`config.mk`:
```
export PLATFORM = sky130hd
export DESIGN_NAME = y86_phase_sequencer
export DESIGN_NICKNAME = d
export VERILOG_FILES = /design/src/rtl/y86_phase_sequencer.sv
export SDC_FILE = /design/constraint.sdc
export NUM_CORES = 1
export LEC_CHECK = 0
export CAP_MARGIN = 20
export CORE_UTILIZATION = 43
export DETAILED_ROUTE_END_ITERATION = 10
export PLACE_DENSITY = 0.81
export SYNTH_ARGS = -nofsm -noshare
export SYNTH_HDL_FRONTEND = slang
export SYNTH_SLANG_ARGS = --single-unit
```
`constraint.sdc`:
```
create_clock -name clk -period 2.1 [get_ports clk]
set_input_delay 0.21 -clock clk [delete_from_list [all_inputs] [get_ports clk]]
set_output_delay 0.21 -clock clk [all_outputs]
set_load 0.1 [all_outputs]
```
`src/rtl/y86_phase_sequencer.sv`:
```
// Run-control sequencer for the 5-phase multicycle y86 core: one-hot phase strobes,
// run/stop/step/halt control and bus watchdog. Optional perf counters: Y86_SEQ_PERF_CNT_EN.
module y86_phase_sequencer #(
  parameter int WAIT_MAX = 16,
  parameter int CNT_W    = 32
) (
  input  logic             clk,
  input  logic             rst,
  input  logic             run_en,
  input  logic             step_req,
  input  logic             clr_halt,
  input  logic             halt_op,
  input  logic             ls_op,
  input  logic             mem_ready,
  output logic [4:0]       phase,
  output logic             mem_req,
  output logic             running,
  output logic             halted,
  output logic             bus_err,
  output logic [CNT_W-1:0] instr_count,
  output logic [CNT_W-1:0] cycle_count,
  output logic [CNT_W-1:0] stall_count
);

  typedef enum logic [1:0] {
    ST_STOP   = 2'd0,
    ST_RUN    = 2'd1,
    ST_STEP   = 2'd2,
    ST_HALTED = 2'd3
  } state_e;

  localparam int WAIT_W = (WAIT_MAX > 0) ? $clog2(WAIT_MAX + 1) : 1;
  localparam bit WD_EN  = (WAIT_MAX > 0);
  localparam logic [WAIT_W-1:0] WAIT_LAST = WAIT_W'((WAIT_MAX > 0) ? WAIT_MAX - 1 : 0);
  localparam logic [4:0] PTR_FETCH = 5'b00001;

  state_e             state_q, state_d;
  logic [4:0]         ptr_q, ptr_d;
  logic [WAIT_W-1:0]  wait_q, wait_d;
  logic               bus_err_q, bus_err_d;
  logic [CNT_W-1:0]   instr_q, instr_d;

  logic               running_s;
  logic               mem_cycle_s;
  logic               mem_req_s;
  logic               stall_s;
  logic               adv_s;
  logic               timeout_s;
  logic [4:0]         phase_s;

  // Strobe generation: a memory phase only advances once mem_ready is seen.
  always_comb begin
    running_s   = (state_q == ST_RUN) || (state_q == ST_STEP);
    mem_cycle_s = ptr_q[0] | (ptr_q[3] & ls_op);
    mem_req_s   = running_s & mem_cycle_s;
    stall_s     = mem_req_s & ~mem_ready;
    adv_s       = running_s & (~mem_cycle_s | mem_ready);
    timeout_s   = WD_EN && stall_s && (wait_q == WAIT_LAST);
    if (adv_s) begin
      phase_s = ptr_q;
    end else begin
      phase_s = 5'b00000;
    end
  end

  // Next-state: run control, halt capture, watchdog and retire counter.
  always_comb begin
    state_d   = state_q;
    bus_err_d = bus_err_q;
    if (adv_s) begin
      ptr_d = {ptr_q[3:0], ptr_q[4]};
    end else begin
      ptr_d = ptr_q;
    end
    if (stall_s) begin
      wait_d = wait_q + WAIT_W'(1);
    end else begin
      wait_d = {WAIT_W{1'b0}};
    end
    if (phase_s[4]) begin
      instr_d = instr_q + CNT_W'(1);
    end else begin
      instr_d = instr_q;
    end

    case (state_q)
      ST_STOP: begin
        if (run_en) begin
          state_d = ST_RUN;
        end else if (step_req) begin
          state_d = ST_STEP;
        end else begin
          state_d = ST_STOP;
        end
      end
      ST_RUN: begin
        if (phase_s[1] && halt_op) begin
          state_d = ST_HALTED;
          ptr_d   = PTR_FETCH;
        end else if (phase_s[4] && !run_en) begin
          state_d = ST_STOP;
        end else begin
          state_d = ST_RUN;
        end
      end
      ST_STEP: begin
        if (phase_s[1] && halt_op) begin
          state_d = ST_HALTED;
          ptr_d   = PTR_FETCH;
        end else if (phase_s[4]) begin
          state_d = ST_STOP;
        end else begin
          state_d = ST_STEP;
        end
      end
      ST_HALTED: begin
        if (clr_halt) begin
          state_d = ST_STOP;
        end else begin
          state_d = ST_HALTED;
        end
      end
      default: begin
        state_d = ST_STOP;
        ptr_d   = PTR_FETCH;
      end
    endcase

    // A bus timeout abandons the instruction regardless of run state.
    if (timeout_s) begin
      state_d   = ST_HALTED;
      ptr_d     = PTR_FETCH;
      bus_err_d = 1'b1;
      wait_d    = {WAIT_W{1'b0}};
    end else begin
      bus_err_d = bus_err_d;
    end
  end

  // Sequencer state registers.
  always_ff @(posedge clk or posedge rst) begin
    if (rst) begin
      state_q   <= ST_STOP;
      ptr_q     <= PTR_FETCH;
      wait_q    <= {WAIT_W{1'b0}};
      bus_err_q <= 1'b0;
      instr_q   <= {CNT_W{1'b0}};
    end else begin
      state_q   <= state_d;
      ptr_q     <= ptr_d;
      wait_q    <= wait_d;
      bus_err_q <= bus_err_d;
      instr_q   <= instr_d;
    end
  end

  assign phase       = phase_s;
  assign mem_req     = mem_req_s;
  assign running     = running_s;
  assign halted      = (state_q == ST_HALTED);
  assign bus_err     = bus_err_q;
  assign instr_count = instr_q;

`ifdef Y86_SEQ_PERF_CNT_EN
  logic [CNT_W-1:0] cycle_q, cycle_d;
  logic [CNT_W-1:0] stall_q, stall_d;

  // Performance counter increments.
  always_comb begin
    if (running_s) begin
      cycle_d = cycle_q + CNT_W'(1);
    end else begin
      cycle_d = cycle_q;
    end
    if (stall_s) begin
      stall_d = stall_q + CNT_W'(1);
    end else begin
      stall_d = stall_q;
    end
  end

  // Performance counter registers.
  always_ff @(posedge clk or posedge rst) begin
    if (rst) begin
      cycle_q <= {CNT_W{1'b0}};
      stall_q <= {CNT_W{1'b0}};
    end else begin
      cycle_q <= cycle_d;
      stall_q <= stall_d;
    end
  end

  assign cycle_count = cycle_q;
  assign stall_count = stall_q;
`else
  assign cycle_count = {CNT_W{1'b0}};
  assign stall_count = {CNT_W{1'b0}};
`endif

endmodule

```
# Word-level counts from Yosys, hierarchy flattened
# Cells that the tools add are included.
dict set report word_totals {
  output_inout_bits 105
  in_bits 8
  register_bits 45
}
dict set report classes {
  n_bitwise 8
  eq_ne 4
  n_reduce_logical 7
  mux 16
  n_addsub 2
}
# cell n
set ops {}
lappend ops {{2-to-1 mux 5 bit} 7}
lappend ops {{adder 32 x 1 -> 32 bit, second input constant} 1}
lappend ops {{2-to-1 mux 2 bit} 7}
lappend ops {{one-hot mux 2 bit (4 select lines)} 1}
lappend ops {{adder 5 x 1 -> 5 bit, second input constant} 1}
lappend ops {{equality test 5 x 4 -> 1 bit, second input constant} 1}
lappend ops {{bitwise AND 1 bit} 4}
lappend ops {{equality test 2 bit, second input constant} 2}
lappend ops {{logical AND 1 bit} 3}
lappend ops {{equality test 2 x 1 -> 1 bit, second input constant} 1}
lappend ops {{zero test 2 bit} 1}
lappend ops {{inverter 1 bit} 2}
lappend ops {{bitwise OR 1 bit} 2}
lappend ops {{OR reduction 2 bit} 1}
lappend ops {{zero test 1 bit} 1}
lappend ops {{logical OR 1 bit} 1}
lappend ops {{2-to-1 mux 1 bit} 1}

# Depth between registers and ports, before layout
dict set report depth {
  word_depth 11
  ltp_mapped 8
  mapped_depth_nobuf 8
}

# Least setup slack after synthesis
# OpenSTA, ideal clock, no wires.
dict set report synth_timing {
  kind {register -> register}
  from {register state_q[0]}
  to {register instr_q[4], in the netlist instr_count[4]}
  t_arrival_ps 2839
  required_time_ps 1940
  path_slack_ps -899
  setup_ps 160
  n_path_buf 0
  path_stages_with_launch 8
  path_cell_list {dfrtp_1 > inv_1 > ha_1 > and2_1 > o21ai_1 > inv_1 > nand4_1 > xnor2_1}
}
dict set report synth_between {
  elab_chain_len 4
  elab_cells_between_ends 5
  cone_classes {eq/ne (2); mux (1); bitwise (1); reduce/logical (1)}
}
# item line_no
set synth_rtl {}
lappend synth_rtl {{start, declared} 37} ;# state_e state_q, state_d;
lappend synth_rtl {{start signal, assigned} 149} ;# state_q <= state_d;
lappend synth_rtl {{equality test 2 x 1 -> 1 bit or equality test 2 bit (tied branches)} 53} ;# running_s = (state_q == ST_RUN) || (state_q == ST_STEP);
lappend synth_rtl {{logical OR 1 bit *} 53}
lappend synth_rtl {{named net running} 17} ;# output logic running,
lappend synth_rtl {{bitwise AND 1 bit *} 57} ;# adv_s = running_s & (~mem_cycle_s | mem_ready);
lappend synth_rtl {{2-to-1 mux 5 bit *} 59} ;# if (adv_s) begin
lappend synth_rtl {{named net phase[4]} 15} ;# output logic [4:0] phase,
lappend synth_rtl {{end signal, assigned} 147} ;# instr_q <= {CNT_W{1'b0}};
lappend synth_rtl {{end signal, assigned} 153} ;# instr_q <= instr_d;
lappend synth_rtl {{end, declared} 41} ;# logic [CNT_W-1:0] instr_q, instr_d;
# Mark *: on every way through the listed nets, which the timed path passes. The rest lies on a longest branch.
# A chain may end at the register's enable or synchronous reset.

# Final worst setup path
dict set report layout_timing {
  from {register state_q[1]}
  to {output phase[4]}
}
dict set report layout_between {
  elab_chain_len 4
  elab_cells_between_ends 5
  cone_classes {eq/ne (2); mux (1); bitwise (1); reduce/logical (1)}
}
# item line_no
set layout_rtl {}
lappend layout_rtl {{equality test 2 x 1 -> 1 bit or equality test 2 bit (tied branches)} 53}
lappend layout_rtl {{logical OR 1 bit *} 53}
lappend layout_rtl {{bitwise AND 1 bit *} 57}
lappend layout_rtl {{2-to-1 mux 5 bit *} 59}
lappend layout_rtl {{end, declared} 15}
# Mark *: on every way between the ends. The rest lies on a longest branch, timed or not.

==> impl_metrics.json <==
{
  "rows": 28,
  "antenna_found_initial": 0,
  "start_kind": "flip-flop",
  "p_leak_nw": 1.58,
  "relSlewSlack_pct": 63.3,
  "wl_per_cell_um": 12.5,
  "r2r_cells": 7,
  "cp.arrival_ps": 1790,
  "ant_nets": 0,
  "grt_pass1_wl_mm": 8.26,
  "ctsHoldBuffers": 0,
  "fp.dieH_um": 80.8,
  "core_area_sq_um": 5960,
  "track_usage_pct": 16.6,
  "initial_utilization_pct": 44.8,
  "finalClockSkew_ps": 4.51,
  "maxCapViolCount": 0,
  "power-per-cell-area_nw_per_um2": 813,
  "cts_tree": "done",
  "maxSlewViolCount": 0,
  "cts_made_buffers": 5,
  "finalWeightedCongestion": 0.769,
  "min_path_type": "primary input to asynchronous set/reset pin",
  "num_antenna_cells": 0,
  "die_w_um": 80.8,
  "cts-root-buf": "clkbuf_8",
  "drcViolationCount": 0,
  "worstMarginPinSlew_ps": 548,
  "required_ps": 1890,
  "max-vdd-ir-drop_mv": 0.805,
  "clk_pin_slew_worst_paths_ps": 80,
  "h-tree-depth": 2,
  "die-area_sq_um": 6530,
  "grt_pass1_vias": 1756,
  "io_pins": 113,
  "routed_wl_mm": 5.06,
  "firstDrtPassIters": 4,
  "dp_hpwl_mm": 3.95,
  "dr.first_iter.drc_count": 89,
  "power_mw": 2.59,
  "port_buffers": 48,
  "grt_start_max_net_pins": 19,
  "setup_tns_ps": 0,
  "cts.sinks": 45,
  "synth.ff_latch_count": 45,
  "status": "finished, final reports clean",
  "finalNetCount": 343,
  "cts_buffer_depth": 2,
  "fmax_mhz": 500,
  "drive_gt1_share_pct": 29.2,
  "areaGrowthSynthToFinish_pct": 19.3,
  "place_ws_ps": 10.1,
  "clock_latency_ps": 290,
  "hold_viol": 0,
  "r2r-start": "state_q[0]",
  "grt-ovfl-total": 0,
  "holdWs_ps": 201,
  "fin_crit_ps": 2000,
  "rsz0062_at_grt": "false",
  "post-route-period-util_pct": 95.2,
  "critical_path_class": "flip-flop to primary output",
  "fin_ws_ps": 102,
  "synth-seq-area-share_pct": 42.2,
  "worst-path-max-fanout": 8,
  "syn-cell-area_sq_um": 2670,
  "end_kind": "primary output",
  "ys_types": 37,
  "vias": 1894,
  "final_cells": 404,
  "syn-instance-count": 267,
  "yosysWarnings": 0,
  "setup_viol": 0,
  "dp_cells": 394,
  "rrSetupSlack_ps": 140,
  "syn_avg_cell_area_sq_um": 10.0,
  "crit_path_start": "state_q[1]",
  "routed_via_density": 4.69
}
-- sequential cells by signal, summed over array words and instances, names as in the netlist --
| signal | flops |
|---|---|
| ptr_q | 5 |
| bus_err | 1 |
| state_q | 2 |
| wait_q | 5 |
| instr_count | 32 |
-- metal layers --
layer / global-route usage [%] / share of wire (%) / up-vias
met3: 4.16 / 5.7 / 8
met4: 5.54 / 1.5 / 0
met2: 27.5 / 49 / 74
li1: - / - / 888
met1: 21.3 / 44 / 924
met5: 0 / 0 / -
-- cells in the final DEF (no fill, tap or decap), types with 2 or more instances in the layout --
master / count
and4_1: 3
clkinv_2: 2
nand4_1: 10
xor2_1: 11
nor2_1: 16
clkdlybuf4s50_1: 7
dfrtp_2: 19
dfrtp_1: 25
xnor2_1: 22
inv_1: 7
buf_12: 7
ha_1: 6
and2_2: 3
conb_1: 64
nor4_4: 2
nand3_1: 12
clkbuf_8: 5
buf_4: 41
o211ai_1: 2
nor2b_1: 2
nand2_1: 16
o21ai_1: 2
a21oi_1: 5
nor3_2: 2
nor3_1: 5
and3_1: 7
inv_2: 2
a21oi_2: 2
-- final timing paths --
kind,to
setup / recovery,phase[4]
hold / removal,instr_count[24]
setup reg to reg,instr_count[31]
hold reg to reg,instr_count[31]
max in group asynchronous,ptr_q[0]
min in group clk,instr_count[31]
-- worst max-delay path, stage by stage (launching register included) --
cell	delay, ps
dfrtp_1	400
inv_2	70
ha_4	290
and2_4	180
o21ai_4	110
clkinvlp_4	230
buf_12	210
-- stage by stage --
stage               utilization, %  instance area [sq um]
floorplan                        -                   2970
global placement              51.8                   3080
detailed placement            51.8                   3080
CTS                           53.2                   3170
global route                  53.5                   3180
finish                        53.5                   3180
-- synthesized netlist by cell type (all sizes together) --
cell | count | share of area [%]
a211o | 1 | 0.33
nand2b | 1 | 0.23
and2 | 5 | 1.2
nor3 | 7 | 1.7
dfstp | 1 | 0.98
a31o | 1 | 0.33
o2111ai | 1 | 0.98
and3 | 7 | 1.6
o211ai | 2 | 0.56
a21boi | 1 | 0.28
nor4 | 2 | 1.6
and4 | 4 | 1.4
a31oi | 1 | 0.23
inv | 11 | 1.5
a21o | 1 | 0.28
buf | 64 | 18
a2111oi | 1 | 0.33
o21ai | 4 | 0.75
nand2 | 17 | 2.5
nand4 | 10 | 2.3
or2 | 1 | 0.23
nor2 | 16 | 2.3
dfrtp | 44 | 41
nand3 | 12 | 2.3
xor2 | 11 | 3.6
conb | 1 | 0.14
or3 | 2 | 0.66
xnor2 | 22 | 7.2
ha | 7 | 3.3
nor2b | 2 | 0.47
a21oi | 7 | 1.5
-- cell families after synthesis --
kind of cell	after synthesis	share of synthesized area [%]
AND/OR/NAND/NOR	86	18.4
buffers and inverters	75	19.5
flip-flops	45	42.2
XOR/XNOR	33	10.8
AO/OA/AOI/OAI	20	5.53
adder cells (fa/ha/maj)	7	3.28
other	1	0.141
-- power by group --
group | leakage (nW) | internal [mW] | switching, mW
Sequential | 0.581 | 0.885 | 0.0226
Clock | 0.0450 | 0.231 | 0.279
Combinational | 0.957 | 0.253 | 0.918
-- timing repair --
action	CTS	global route
setup endpoints to repair	3	4
setup buffers	0	2
gates resized for setup	1	1
-- area by class of cell --
cell class / instances / area, sq um
fillers: 532 / 2770
multi-input cells: 210 / 1290
flip-flops and latches: 45 / 1150
repair buffers: 55 / 518
well taps: 75 / 93.8
clock buffers: 6 / 72.6
inverters: 11 / 45.0
clock inverters: 2 / 10.0
(Power assumes the default switching activity.)
